File: src/rtl/high_score_pkg.sv
`default_nettype none
// ============================================================================
// Module   : high_score_pkg
// Brief    : Shared score type and ranking FSM state encoding.
// Revision : 1.0 - initial release
// ============================================================================
package high_score_pkg;

    localparam int SCORE_W = 10;

    typedef logic [SCORE_W-1:0] score_t;

    typedef enum logic [1:0] {
        IDLE  = 2'd0,
        SCAN  = 2'd1,
        CHECK = 2'd2,
        DONE  = 2'd3
    } hs_state_t;

endpackage : high_score_pkg
`default_nettype wire

File: src/rtl/high_score_cmp.sv
`default_nettype none
// ============================================================================
// Module   : high_score_cmp
// Brief    : 10-bit unsigned magnitude comparator, out = (a > b).
// Revision : 1.0 - initial release
// ============================================================================
module high_score_cmp
    import high_score_pkg::*;
(
    input  score_t a,
    input  score_t b,
    output logic   out
);

    assign out = (a > b);

endmodule : high_score_cmp
`default_nettype wire

File: src/rtl/high_score_ctrl.sv
`default_nettype none
// ============================================================================
// Module   : high_score_ctrl
// Brief    : Ranks player scores through one shared comparator and maintains
//            the persistent high score. Optional macro HS_CLEAR_EN adds the
//            clear_hs input.
// Revision : 1.0 - initial release
// ============================================================================
module high_score_ctrl
    import high_score_pkg::*;
#(
    parameter int     NUM_PLAYERS = 4,
    parameter score_t HS_INIT     = '0
) (
    input  logic                           clk,
    input  logic                           reset,
    input  logic                           start,
    input  logic [SCORE_W*NUM_PLAYERS-1:0] scores,
    output logic                           busy,
    output logic                           done,
    output logic [$clog2(NUM_PLAYERS)-1:0] winner,
    output score_t                         best_score,
    output score_t                         high_score,
    output logic                           new_record
`ifdef HS_CLEAR_EN
    ,
    input  logic                           clear_hs
`endif
);

    localparam int c_IDX_W = $clog2(NUM_PLAYERS);

    localparam logic [1:0] c_S_IDLE  = IDLE;
    localparam logic [1:0] c_S_SCAN  = SCAN;
    localparam logic [1:0] c_S_CHECK = CHECK;
    localparam logic [1:0] c_S_DONE  = DONE;

    localparam logic [c_IDX_W-1:0] c_LAST_PTR = c_IDX_W'(NUM_PLAYERS - 1);

    logic [1:0]         r_state;
    score_t             r_snap [NUM_PLAYERS];
    logic [c_IDX_W-1:0] r_ptr;
    logic [c_IDX_W-1:0] r_idx;
    score_t             r_best;
    score_t             r_high_score;
    logic               r_new_record;
    logic [c_IDX_W-1:0] r_winner;
    score_t             r_best_score;

    score_t             w_score [NUM_PLAYERS];
    score_t             w_cmp_a;
    score_t             w_cmp_b;
    logic               w_gt;
    logic               w_clear;

    genvar p;
    generate
        for (p = 0; p < NUM_PLAYERS; p++) begin : g_unpack
            assign w_score[p] = scores[SCORE_W*p +: SCORE_W];
        end
    endgenerate

`ifdef HS_CLEAR_EN
    assign w_clear = clear_hs;
`else
    assign w_clear = 1'b0;
`endif

    // SCAN ranks snapshot entries against the running best; any other state
    // points the comparator at best vs. the stored high score.
    always_comb begin
        w_cmp_a = r_best;
        w_cmp_b = r_high_score;
        if (r_state == c_S_SCAN) begin
            w_cmp_a = r_snap[r_ptr];
            w_cmp_b = r_best;
        end
    end

    high_score_cmp u_cmp (
        .a   (w_cmp_a),
        .b   (w_cmp_b),
        .out (w_gt)
    );

    always_ff @(posedge clk or posedge reset) begin
        if (reset) begin
            r_state      <= c_S_IDLE;
            r_ptr        <= '0;
            r_idx        <= '0;
            r_best       <= '0;
            r_high_score <= HS_INIT;
            r_new_record <= 1'b0;
            r_winner     <= '0;
            r_best_score <= '0;
            for (int i = 0; i < NUM_PLAYERS; i++) begin
                r_snap[i] <= '0;
            end
        end else begin
            case (r_state)
                c_S_IDLE: begin
                    if (w_clear) begin
                        r_high_score <= HS_INIT;
                        r_new_record <= 1'b0;
                    end else if (start) begin
                        for (int i = 0; i < NUM_PLAYERS; i++) begin
                            r_snap[i] <= w_score[i];
                        end
                        r_best       <= w_score[0];
                        r_idx        <= '0;
                        r_ptr        <= c_IDX_W'(1);
                        r_new_record <= 1'b0;
                        r_state      <= c_S_SCAN;
                    end
                end
                c_S_SCAN: begin
                    // Strict compare keeps the lowest index on ties.
                    if (w_gt) begin
                        r_best <= r_snap[r_ptr];
                        r_idx  <= r_ptr;
                    end
                    if (r_ptr == c_LAST_PTR) begin
                        r_state <= c_S_CHECK;
                    end else begin
                        r_ptr <= r_ptr + 1'b1;
                    end
                end
                c_S_CHECK: begin
                    if (w_gt) begin
                        r_high_score <= r_best;
                        r_new_record <= 1'b1;
                    end
                    r_winner     <= r_idx;
                    r_best_score <= r_best;
                    r_state      <= c_S_DONE;
                end
                c_S_DONE: begin
                    r_state <= c_S_IDLE;
                end
                default: begin
                    r_state <= c_S_IDLE;
                end
            endcase
        end
    end

    assign busy       = (r_state != c_S_IDLE);
    assign done       = (r_state == c_S_DONE);
    assign winner     = r_winner;
    assign best_score = r_best_score;
    assign high_score = r_high_score;
    assign new_record = r_new_record;

endmodule : high_score_ctrl
`default_nettype wire

File: config.mk
export PLATFORM = sky130hd
export DESIGN_NAME = high_score_ctrl
export DESIGN_NICKNAME = d
export VERILOG_FILES = /design/src/rtl/high_score_pkg.sv /design/src/rtl/high_score_cmp.sv /design/src/rtl/high_score_ctrl.sv
export SDC_FILE = /design/constraint.sdc
export NUM_CORES = 1
export LEC_CHECK = 0
export CAP_MARGIN = 40
export CORE_MARGIN = 1
export CORE_UTILIZATION = 53
export CTS_BUF_LIST = sky130_fd_sc_hd__clkbuf_16
export DETAILED_ROUTE_END_ITERATION = 10
export PLACE_DENSITY_LB_ADDON = 0.2
export SYNTH_ARGS = -nofsm -noshare
export SYNTH_HDL_FRONTEND = slang
export SYNTH_SLANG_ARGS = --single-unit
File: constraint.sdc
create_clock -name clk -period 3.7 [get_ports clk]
set_input_delay 0.37 -clock clk [delete_from_list [all_inputs] [get_ports clk]]
set_output_delay 0.37 -clock clk [all_outputs]
set_load 0.05 [all_outputs]
# ---- Word-level counts from Yosys, hierarchy flattened
# Cells that the tools add are included.
dict set report word_totals {
  regBits 79
  input_bits 43
  out_inout_bits 25
  wordCells 54
}
dict set report classes {
  addsub 1
  n_lt_le_gt_ge 2
  eq_ne 9
  muxes 19
  bitwise_logic 1
  n_reduce_logical 10
}
# operator count
set op_table {}
lappend op_table {{2-to-1 mux 10 bit} 6}
lappend op_table {{binary-select mux 10 bit (select 2 bit)} 1}
lappend op_table {{one-hot mux 10 bit (2 select lines)} 1}
lappend op_table {{greater-than comparator 10 bit} 1}
lappend op_table {{2-to-1 mux 2 bit} 5}
lappend op_table {{AND reduction 3 bit} 3}
lappend op_table {{one-hot mux 2 bit (2 select lines)} 2}
lappend op_table {{one-hot mux 2 bit (4 select lines)} 1}
lappend op_table {{equality test 2 bit (second input constant)} 3}
lappend op_table {{inequality test 2 x 1 -> 1 bit (second input constant)} 3}
lappend op_table {{AND reduction 2 bit} 3}
lappend op_table {{nonzero test 2 bit} 3}
lappend op_table {{inequality test 2 bit (second input constant)} 2}
lappend op_table {{>= comparator 3 bit (second input constant)} 1}
lappend op_table {{inverter 2 -> 3 bit} 1}
lappend op_table {{adder 2 x 1 -> 2 bit (second input constant)} 1}
lappend op_table {{equality test 2 x 1 -> 1 bit (second input constant)} 1}
lappend op_table {{logical NOT 2 bit} 1}
lappend op_table {{2-to-1 mux 1 bit} 2}
lappend op_table {{one-hot mux 1 bit (2 select lines)} 1}

# ---- Logic depth before layout (Yosys ltp)
dict set report depth {
  ltp_word 8
  mapped_depth 13
  ltp_nobuf 10
}

# ---- Modules after synthesis
# Synthesis repeated with hierarchy kept, for this count alone.
dict set report hier_totals {
  cells_unflattened 330
  area_unflattened_um2 4032.6
}
# mod n_inst cells_each area_each_um2 seq_area_each_um2
set modules_own_cells {}
lappend modules_own_cells {high_score_ctrl 1 295 3779.9 1976.9}
lappend modules_own_cells {high_score_cmp 1 35 252.7 0.0}

# ---- Least setup slack after synthesis
# OpenSTA, ideal clock, no wires.
dict set report synth_timing {
  kind {register to register}
  start {register r_ptr[0]}
  end {register r_high_score[0] (netlist: high_score[0])}
  setup_ps 125
  arrival_ps 3171
  slack_ps 404
  stages_incl_launch_ff 13
  cell_sequence {dfrtp_1 -> clkbuf_1 -> buf_4 -> mux4_2 -> nand2_1 -> o21ai_0 -> ha_1 -> a21oi_2 -> o21ai_1 -> a2111o_1 -> and3_1 -> buf_6 -> mux2_4}
}
dict set report synth_between {
  elab_chain_len 7
}
# element line_no
set synth_rtl {}
lappend synth_rtl {{start, declared} high_score_ctrl.sv:42} ;# logic [c_IDX_W-1:0] r_ptr;
lappend synth_rtl {{start signal, assigned} high_score_ctrl.sv:111} ;# r_ptr <= c_IDX_W'(1);
lappend synth_rtl {{start signal, assigned} high_score_ctrl.sv:125} ;# r_ptr <= r_ptr + 1'b1;
lappend synth_rtl {{inverter 2 -> 3 bit (implied by the code)} high_score_ctrl.sv:75} ;# w_cmp_a = r_snap[r_ptr];
lappend synth_rtl {{binary-select mux 10 bit (select 2 bit)} high_score_ctrl.sv:75}
lappend synth_rtl {{2-to-1 mux 10 bit (implied by the code) (2 in series)} high_score_ctrl.sv:75}
lappend synth_rtl {{2-to-1 mux 10 bit} high_score_ctrl.sv:74} ;# if (r_state == c_S_SCAN) begin
lappend synth_rtl {{greater-than comparator 10 bit} high_score_cmp.sv:15} ;# assign out = (a > b);
lappend synth_rtl {{AND reduction 2 bit (no source line)} --}
lappend synth_rtl {{end signal, assigned} high_score_ctrl.sv:130} ;# r_high_score <= r_best;
lappend synth_rtl {{end, declared} high_score_ctrl.sv:45} ;# score_t r_high_score;
# Every way passes these cells. The select of a mux whose other input is x is not followed.
# A chain may end at the register's enable or synchronous reset.

# ---- Final worst setup path
dict set report layout_timing {
  start {register r_ptr[0]}
  end {register r_best[0]}
}
dict set report layout_between {
  elab_chain_len 8
  word_cells_on_any_way 10
}
# element line_no
set layout_rtl {}
lappend layout_rtl {{inverter 2 -> 3 bit (implied by the code) (*)} {high_score_ctrl.sv:75, high_score_ctrl.sv:119}}
lappend layout_rtl {{binary-select mux 10 bit (select 2 bit) (*)} {high_score_ctrl.sv:75, high_score_ctrl.sv:119}}
lappend layout_rtl {{2-to-1 mux 10 bit (implied by the code) (*) (2 in series)} {high_score_ctrl.sv:75, high_score_ctrl.sv:119}}
lappend layout_rtl {{2-to-1 mux 10 bit} high_score_ctrl.sv:74}
lappend layout_rtl {{greater-than comparator 10 bit} high_score_cmp.sv:15}
lappend layout_rtl {{inequality test 2 x 1 -> 1 bit (no source line)} --}
lappend layout_rtl {{AND reduction 3 bit (no source line)} --}
lappend layout_rtl {{end signal, assigned} high_score_ctrl.sv:109} ;# r_best <= w_score[0];
lappend layout_rtl {{end signal, assigned} high_score_ctrl.sv:119} ;# r_best <= r_snap[r_ptr];
lappend layout_rtl {{end, declared} high_score_ctrl.sv:44} ;# score_t r_best;
# Every way passes the cells marked *; elsewhere a longest branch is shown, timed or not. The select of a mux whose other input is x is not followed.

==> out/metrics.yaml <==
die:
  die_h_um: 89.1
  io_pins: 68
  start_util_pct: 55.1
  die-area_um2: 7930
  core_area_um2: 7290
  die_w_um: 89.1
  rows: 31
placement:
  io_buffers: 67
  hpwl_um: 6230
  routabilityCongestion: 0.898
route:
  drt_first_pass_iters: 4
  num_vias: 2896
  drt_iter0_drc: 368
  drc: 0
  wirelength_um: 8700
  antenna_left: 0
  via_per_inst: 5.89
  wl_per_cell_um: 17.7
global_routing:
  grt_pass1_vias: 2835
  grt_antenna_before_repair: 0
  grt_max_degree: 80
  grt.total_usage_pct: 24.0
  grt_overflow_total: 0
  grt_first_pass_wirelength_um: 14200
layout:
  final_nets: 448
  multi_input_area_um2: 1890
  antenna_cells: 0
  syn_to_final_growth_pct: 28.6
  layout-drive-gt1-share_pct: 26.5
  final-seq-area_um2: 1980
  n_fill_cell: 535
synthesis:
  synth_most_common_cell: "dfrtp_1"
  synth_enable_flop_cells: 0
  synth_area_per_cell_um2: 12.6
  ys_warn_count: 0
  synthTopCellsByArea: "dfrtp_1 49%, mux2_2 15%, mux4_2 5.6%"
  ys_types: 38
  syn_area_um2: 4020
  ys_top_cells_by_count: "79 x dfrtp_1, 53 x mux2_2, 18 x nand2_1"
  ys_ff_latch: 79
  async_flop_share_pct: 100
  synth_nets: 379
  ys_seq_area_share_pct: 49.2
  synth_cells: 319
  synth.top_cell.area_share_pct: 49.2
  yosys.area.top_type: "dfrtp_1"
  synth_ff_type: "dfrtp_1"
flow_run:
  cap_viol_max_count: 0
clock_network:
  postCtsHoldBufs: 0
  post_cts_resized: 0
  cts_tree: "built"
  cts_buffers: 9
  clkLatencyLatePin_ps: 330
  ctsLongestPathBuffers: 2
  post_cts_buffers: 0
  clk_pin_slew_worst_paths_ps: 60
  cts_max_level: 3
  root_buffer: "clkbuf_16"
  clkSinkCount: 79
critical_path:
  crit_fanout: 11
  crit_slowest_cell: "mux4_2"
  cp.arrival_ps: 3560
  crit_chain: "buf_4, mux4_2, nand2_1, o21ai_0, ha_1, nand4_1, nor3_1, a31oi_1, nand2_1, a311oi_1"
  crit_path_frequent_cell: "nand2_1"
  critPathCaptureType: "flip-flop"
  cp-start-kind: "flip-flop"
  path_class: "reg2reg"
  max_stage_delay_ps: 540
  crit_required_ps: 3900
  worst-path-buf-inv: 1
  crit_family: "compound AO/OA/AOI/OAI gates"
min_path:
  worstHoldPathType: "in2async"
sta:
  fmax_mhz: 297
  rsz0062_at_grt: "false"
  setup_violations: 0
  fin_crit_sh_pct: 91.0
  skew_ps: 5.23
  setup_tns_ps: 0
  finalHoldViolations: 0
  slew_headroom_pct: 52.0
  worst_slew_pin_slew_ps: 717
  finalMaxSlewViolations: 0
  period_needed_ps: 3370
status:
  status: "completed"
==> worst paths after layout <==
kind | end | from | cells past startpoint | slack [ps]
worst max-delay path | r_best[0] | r_ptr[0] | 10 | 330
worst min-delay path | r_best[2] | reset | 3 | 460
worst max register to register | r_best[0] | r_ptr[0] | 10 | 330
worst min register to register | best_score[1] | best_score[1] | 1 | 500
max in group asynchronous | r_ptr[0] | reset | 3 | 2930
min in group clk | best_score[1] | best_score[1] | 1 | 500
==> worst min-delay path, stage by stage <==
cell	delay, ps
clkdlybuf4s50_1	420
inv_2	70
buf_12	340
==> placed cells by master (no fill, tap or decap), types with 2 or more instances in the layout <==
cell type,instances
a21oi_1,6
a311oi_1,10
a31oi_1,3
and3_1,2
buf_4,10
bufinv_16,3
clkbuf_16,9
clkdlybuf4s50_1,67
dfrtp_1,79
ha_1,17
inv_1,16
inv_6,2
mux2_2,53
mux2_4,10
mux2i_1,10
mux4_2,10
nand2_1,18
nand3_1,3
nand4_1,3
nor2_1,6
nor4_1,11
o21ai_0,14
o21ai_1,2
o22ai_1,10
==> sequential cells by signal, indices dropped and copies added (netlist names) <==
signal,cells
best_score,10
high_score,10
new_record,1
r_best,10
r_idx,2
r_ptr,2
r_snap,40
r_state,2
winner,2
==> metal layers <==
layer  wire length (um)  track usage, %
met1               3900            34.5
met2               4260            37.7
met3                426            3.79
met4                115            7.79
met5                  0               0
==> stage by stage <==
stage | util (%) | cell area [um2] | worst slack (ps) | hold slack, ps | instances
3_3_place_gp | 66.1 | 4820 | 304 | 484 | 476
6_report | 70.8 | 5160 | 334 | 460 | 492
3_5_place_dp | 66.1 | 4820 | 211 | 493 | 476
5_1_grt | 70.8 | 5160 | 68.8 | 487 | 492
4_1_cts | 70.8 | 5160 | 201 | 474 | 492
2_1_floorplan | - | 4020 | 404 | 474 | 319
==> kinds of logic (layout without fill, tap and decap cells) <==
| logic type | after synthesis | after routing | share of synthesized area [%] |
|---|---|---|---|
| buffers and inverters | 37 | 111 | 3.77 |
| adder cells (fa/ha/maj) | 17 | 17 | 5.29 |
| multiplexers | 83 | 83 | 26.7 |
| AND/OR/NAND/NOR | 50 | 50 | 6.20 |
| AO/OA/AOI/OAI | 53 | 53 | 8.84 |
| flip-flops | 79 | 79 | 49.2 |
==> final cells by class <==
type                            instances  area share, %
Multi-Input combinational cell        203           36.6
Clock buffer                            9           4.36
Timing Repair Buffer                   78           14.8
Clock inverter                          7           2.30
Sequential cell                        79           38.3
Inverter                               17           1.24
Tap cell                               99           2.40
Power is left out: the tool's default activity adds up to more than one toggle a clock period on the data nets, which glitch-free logic cannot reach.
==> RTL edit 1, RTL diff (same flow settings) <==
Put a register stage on the outputs `busy` and `done`, without a reset. The values now appear one clock later. The other outputs are not delayed to match.
--- a/src/rtl/high_score_ctrl.sv
+++ b/src/rtl/high_score_ctrl.sv
@@ -145,6 +145,8 @@
     end
 
-    assign busy       = (r_state != c_S_IDLE);
-    assign done       = (r_state == c_S_DONE);
+    always_ff @(posedge clk) begin
+        busy <= (r_state != c_S_IDLE);
+        done <= (r_state == c_S_DONE);
+    end
     assign winner     = r_winner;
     assign best_score = r_best_score;
Behaviour: not the same (Yosys sat finds a counterexample within 4 cycles, from zero or initial values and one cycle with reset high).
==> RTL edit 1 against the original RTL <==
- clock skew about the same
- cell area rose by 1.2%
- area after synthesis grew 1.9%
- sequential cell count rose by 2
- count of clock-buffer cells in the layout unchanged
- critical path depth shrank 1
- wire length shrank 1.5%
- worst setup slack lost 7.2 ps
- die area grew 1.9%
- first-iteration DRC count down 25%
- critical endpoint is now r_best[4]
Power is left out: the tool's default activity adds up to more than one toggle a clock period on the data nets, which glitch-free logic cannot reach.
==> RTL edit 1: results (changes against the original RTL) <==
status: completed
met2 wire length: 4060 microns (-4.7%)
post-synthesis mux area share: 25.9% (-0.75 points)
layout cells sized above 1: 23.9% (-2.5 points)
max frequency: 0.296 GHz (-0.21%)
Global Route met1 Usage: 33.8% (-0.65 points)
detailed placer's ending HPWL: 5840 microns (-6.2%)
via count: 2923 (+0.93%)
CP Max Fanout: 14 (+3)
Netlist cell types: 34 (-11%)
WL final: 8570 microns (-1.5%)
Slowest cell on crit path: dfrtp_2
setup bufs post-CTS: 0 (unchanged)
drt pass-1 iters: 5 (+1)
1st-iter DRT viols: 275 (-25%)
Total GRT Usage: 23.2% (-0.79 points)
Worst Clk Skew: 5.41 ps (+0.179 ps)
crit-path max cell delay: 620 ps (+80 ps)
Met1 Routed Length: 3960 microns (+1.6%)
Syn Nets: 390 (+2.9%)
Synth Area in Compound Gates: 9.78% (+0.93 points)
FF-to-FF path depth: 9 (-1)
most frequent cells after synthesis: 79 x dfrtp_1, 48 x mux2_2, 26 x a21oi_1
Adder-Cell Fraction of Synth Area: 5.19% (-0.10 points)
Nets: 456 (+1.8%)
CP top delay family: compound AO/OA/AOI/OAI gates
grt met3 use: 4.57% (+0.78 points)
max reg flops: 40 (unchanged)
top post-synthesis cells by area: dfrtp_1 48%, mux2_2 13%, mux4_2 5.5%
met2 usage: 35.6% (-2.1 points)
routed wl met3: 414 microns (-2.8%)
Post-synth ARST share: 97.5% (-2.5 points)
sequential share of the synthesized area: 49.3% (about the same)
Slew HR: 62.1% (+10 points)
largest reg by FF count: r_snap
## RTL edit 1: cell types whose count changed after synthesis, moves of 3 or more
cell | before | now
a31oi_1 | 3 | 0
a21oi_1 | 6 | 26
nand4_1 | 3 | 12
nor2_1 | 6 | 9
o211a_1 | 0 | 10
and3_1 | 3 | 0
mux2_2 | 53 | 48
nor4_1 | 11 | 0
a311oi_1 | 10 | 0
mux2_1 | 0 | 5
o22ai_1 | 10 | 1
## RTL edit 1: stage by stage
stage	hold WS [ps]	std cells	utilization, %	setup slack (ps)	area (sq um)
after floorplan	451	330	-	402	4100
after global placement	468	484	66.2	206	4880
after detailed placement	472	484	66.2	109	4880
after CTS	467	500	70.8	77.1	5220
after global routing	500	500	70.9	161	5230
final	413	500	70.9	326	5230
## RTL edit 1: cell type report
class / instances / area, sq um
multi-input cells: 213 / 1940
well taps: 99 / 124
fillers: 555 / 2140
flip-flops and latches: 81 / 2020
repair buffers: 75 / 743
clock buffers: 9 / 225
inverters: 16 / 60.1
clock inverters: 7 / 119
==> RTL edit 2, RTL diff (same flow settings) <==
Without the edit above. Add a define of `HS_CLEAR_EN`.
--- a/src/rtl/high_score_ctrl.sv
+++ b/src/rtl/high_score_ctrl.sv
@@ -7,4 +7,6 @@
 // Revision : 1.0 - initial release
 // ============================================================================
+`define HS_CLEAR_EN
+
 module high_score_ctrl
     import high_score_pkg::*;
Interface: changed (added clear_hs); port bits go from 68 to 69. No check against the original RTL was run, so the function may have changed too.
==> RTL edit 2 against the original RTL <==
- worst setup slack better by 130 ps
- sequential cell count unchanged
- clock skew down 0.95 ps
- sequential share of layout area up 0.58 points
- wire length is 2.9% lower
- cell area decreased by 1.4%
- hold slack improved by 29 ps
- area after synthesis about the same
- largest cell class unchanged
==> RTL edit 2: results (changes against the original RTL) <==
crit path time final: 3240 ps (-129 ps)
sequential share of the synthesized area: 49.3% (about the same)
crit-path max cell delay: 620 ps (+80 ps)
P&R area growth vs syn: 26.8%
post-synthesis mux area share: 25.8% (-0.91 points)
syn_area_per_cell: 12.2 sq um (-3.1%)
Worst Clk Skew: 4.28 ps (-0.951 ps)
most frequent cells after synthesis: 79 x dfrtp_1, 50 x nand2_1, 41 x mux2_2
max reg flops: 40 (unchanged)
CP arrival: 3490 ps (-70 ps)
CP top delay family: compound AO/OA/AOI/OAI gates
Synth Area in Compound Gates: 9.29% (+0.44 points)
Netlist cell types: 34 (-11%)
Reg2Reg Setup Slack: 460 ps (+130 ps)
top post-synthesis cells by area: dfrtp_1 49%, mux2_2 12%, mux4_2 5.6%
1st-iter DRT viols: 177 (-52%)
Adder-Cell Fraction of Synth Area: 4.99% (-0.31 points)
detailed placer's ending HPWL: 6320 microns (+1.5%)
Total GRT Usage: 24.0% (about the same)
GP Congestion: 0.855 (-4.9%)
Cell Area, Placed: 4800 sq um (-0.39%)
layout cells sized above 1: 19.8% (-6.7 points)
# fillers: 539 (+0.75%)
status: completed
Nets: 459 (+2.5%)
largest net degree at the start of global routing: 42 (-48%)
Least-Margin Pin Slew: 813 ps (+95.7 ps)
Fin Hold WS: 489 ps (+28.7 ps)
first-pass GRT wire length: 13900 microns (-1.8%)
Placed Cells: 487 (+2.3%)
Setup WS pre-CTS: 250 ps (+39.0 ps)
initial antenna violation count: 0 (unchanged)
via count: 2830 (-2.3%)
Hold WC Path Type: flop to flop
Syn Nets: 389 (+2.6%)
vias in the first global route: 2896 (+2.2%)
Non-Filler Instances: 503 (+2.2%)
drt wl/cell: 16.8 microns (-5.0%)
Slowest cell on crit path: dfrtp_1
Port Buffers: 68 (+1.5%)
CP Max Fanout: 10 (-1)
clk slew on worst S/H paths: 60 ps (about the same)
[RTL edit 2: cell count changes after synthesis, moves of 9 or more]
cell / unedited run / this run
mux2_1: 0 / 14
a311oi_1: 10 / 0
mux2i_1: 10 / 19
nand2_1: 18 / 50
o22ai_1: 10 / 0
o31ai_1: 0 / 10
a31o_1: 1 / 10
mux2_4: 10 / 0
mux2_2: 53 / 41
nor4_1: 11 / 0
[RTL edit 2: cell families after synthesis]
logic type / after synthesis
simple gates: 65
flops: 79
compound gates: 51
buf+inv: 34
mux: 84
fa+ha+maj: 16
[RTL edit 2: cell type report]
type | instances | area share (%)
multi-input combinational | 216 | 37.2
clock buffer | 9 | 4.42
sequential | 79 | 38.9
clock inverter | 7 | 1.25
timing repair buffer | 77 | 14.7
tap | 99 | 2.43
inverter | 16 | 1.18
[RTL edit 2: routing by layer]
metal	wire length (microns)	track usage (%)	part of all wire [%]	vias up
met1	3760	31.5	44	1389
met4	237	12.6	2.8	0
li1	-	-	-	1325
met3	373	4.43	4.4	21
met2	4080	38.3	48	95
met5	0	0	0	-
[RTL edit 2: path summary, 6_finish.rpt]
path | from | end | cells past startpoint
hold reg to reg | r_snap[26] | r_snap[26] | 1
min in group asynchronous | reset | best_score[6] | 2
max in group asynchronous | reset | winner[1] | 3
hold / removal | r_snap[26] | r_snap[26] | 1
setup reg to reg | r_ptr[1] | high_score[0] | 10
setup / recovery | r_ptr[1] | high_score[0] | 10
[RTL edit 2: power by group through the flow]
stage | clock [W] | combinational [W] | sequential, W
after global routing | 0.000893 | 0.00317 | 0.00162
after floorplan | 0 | 0.00183 | 0.00186
final | 0.000848 | 0.00288 | 0.00157
after CTS | 0.000867 | 0.00290 | 0.00157
after global placement | 0 | 0.00280 | 0.00156
after detailed placement | 0 | 0.00289 | 0.00158
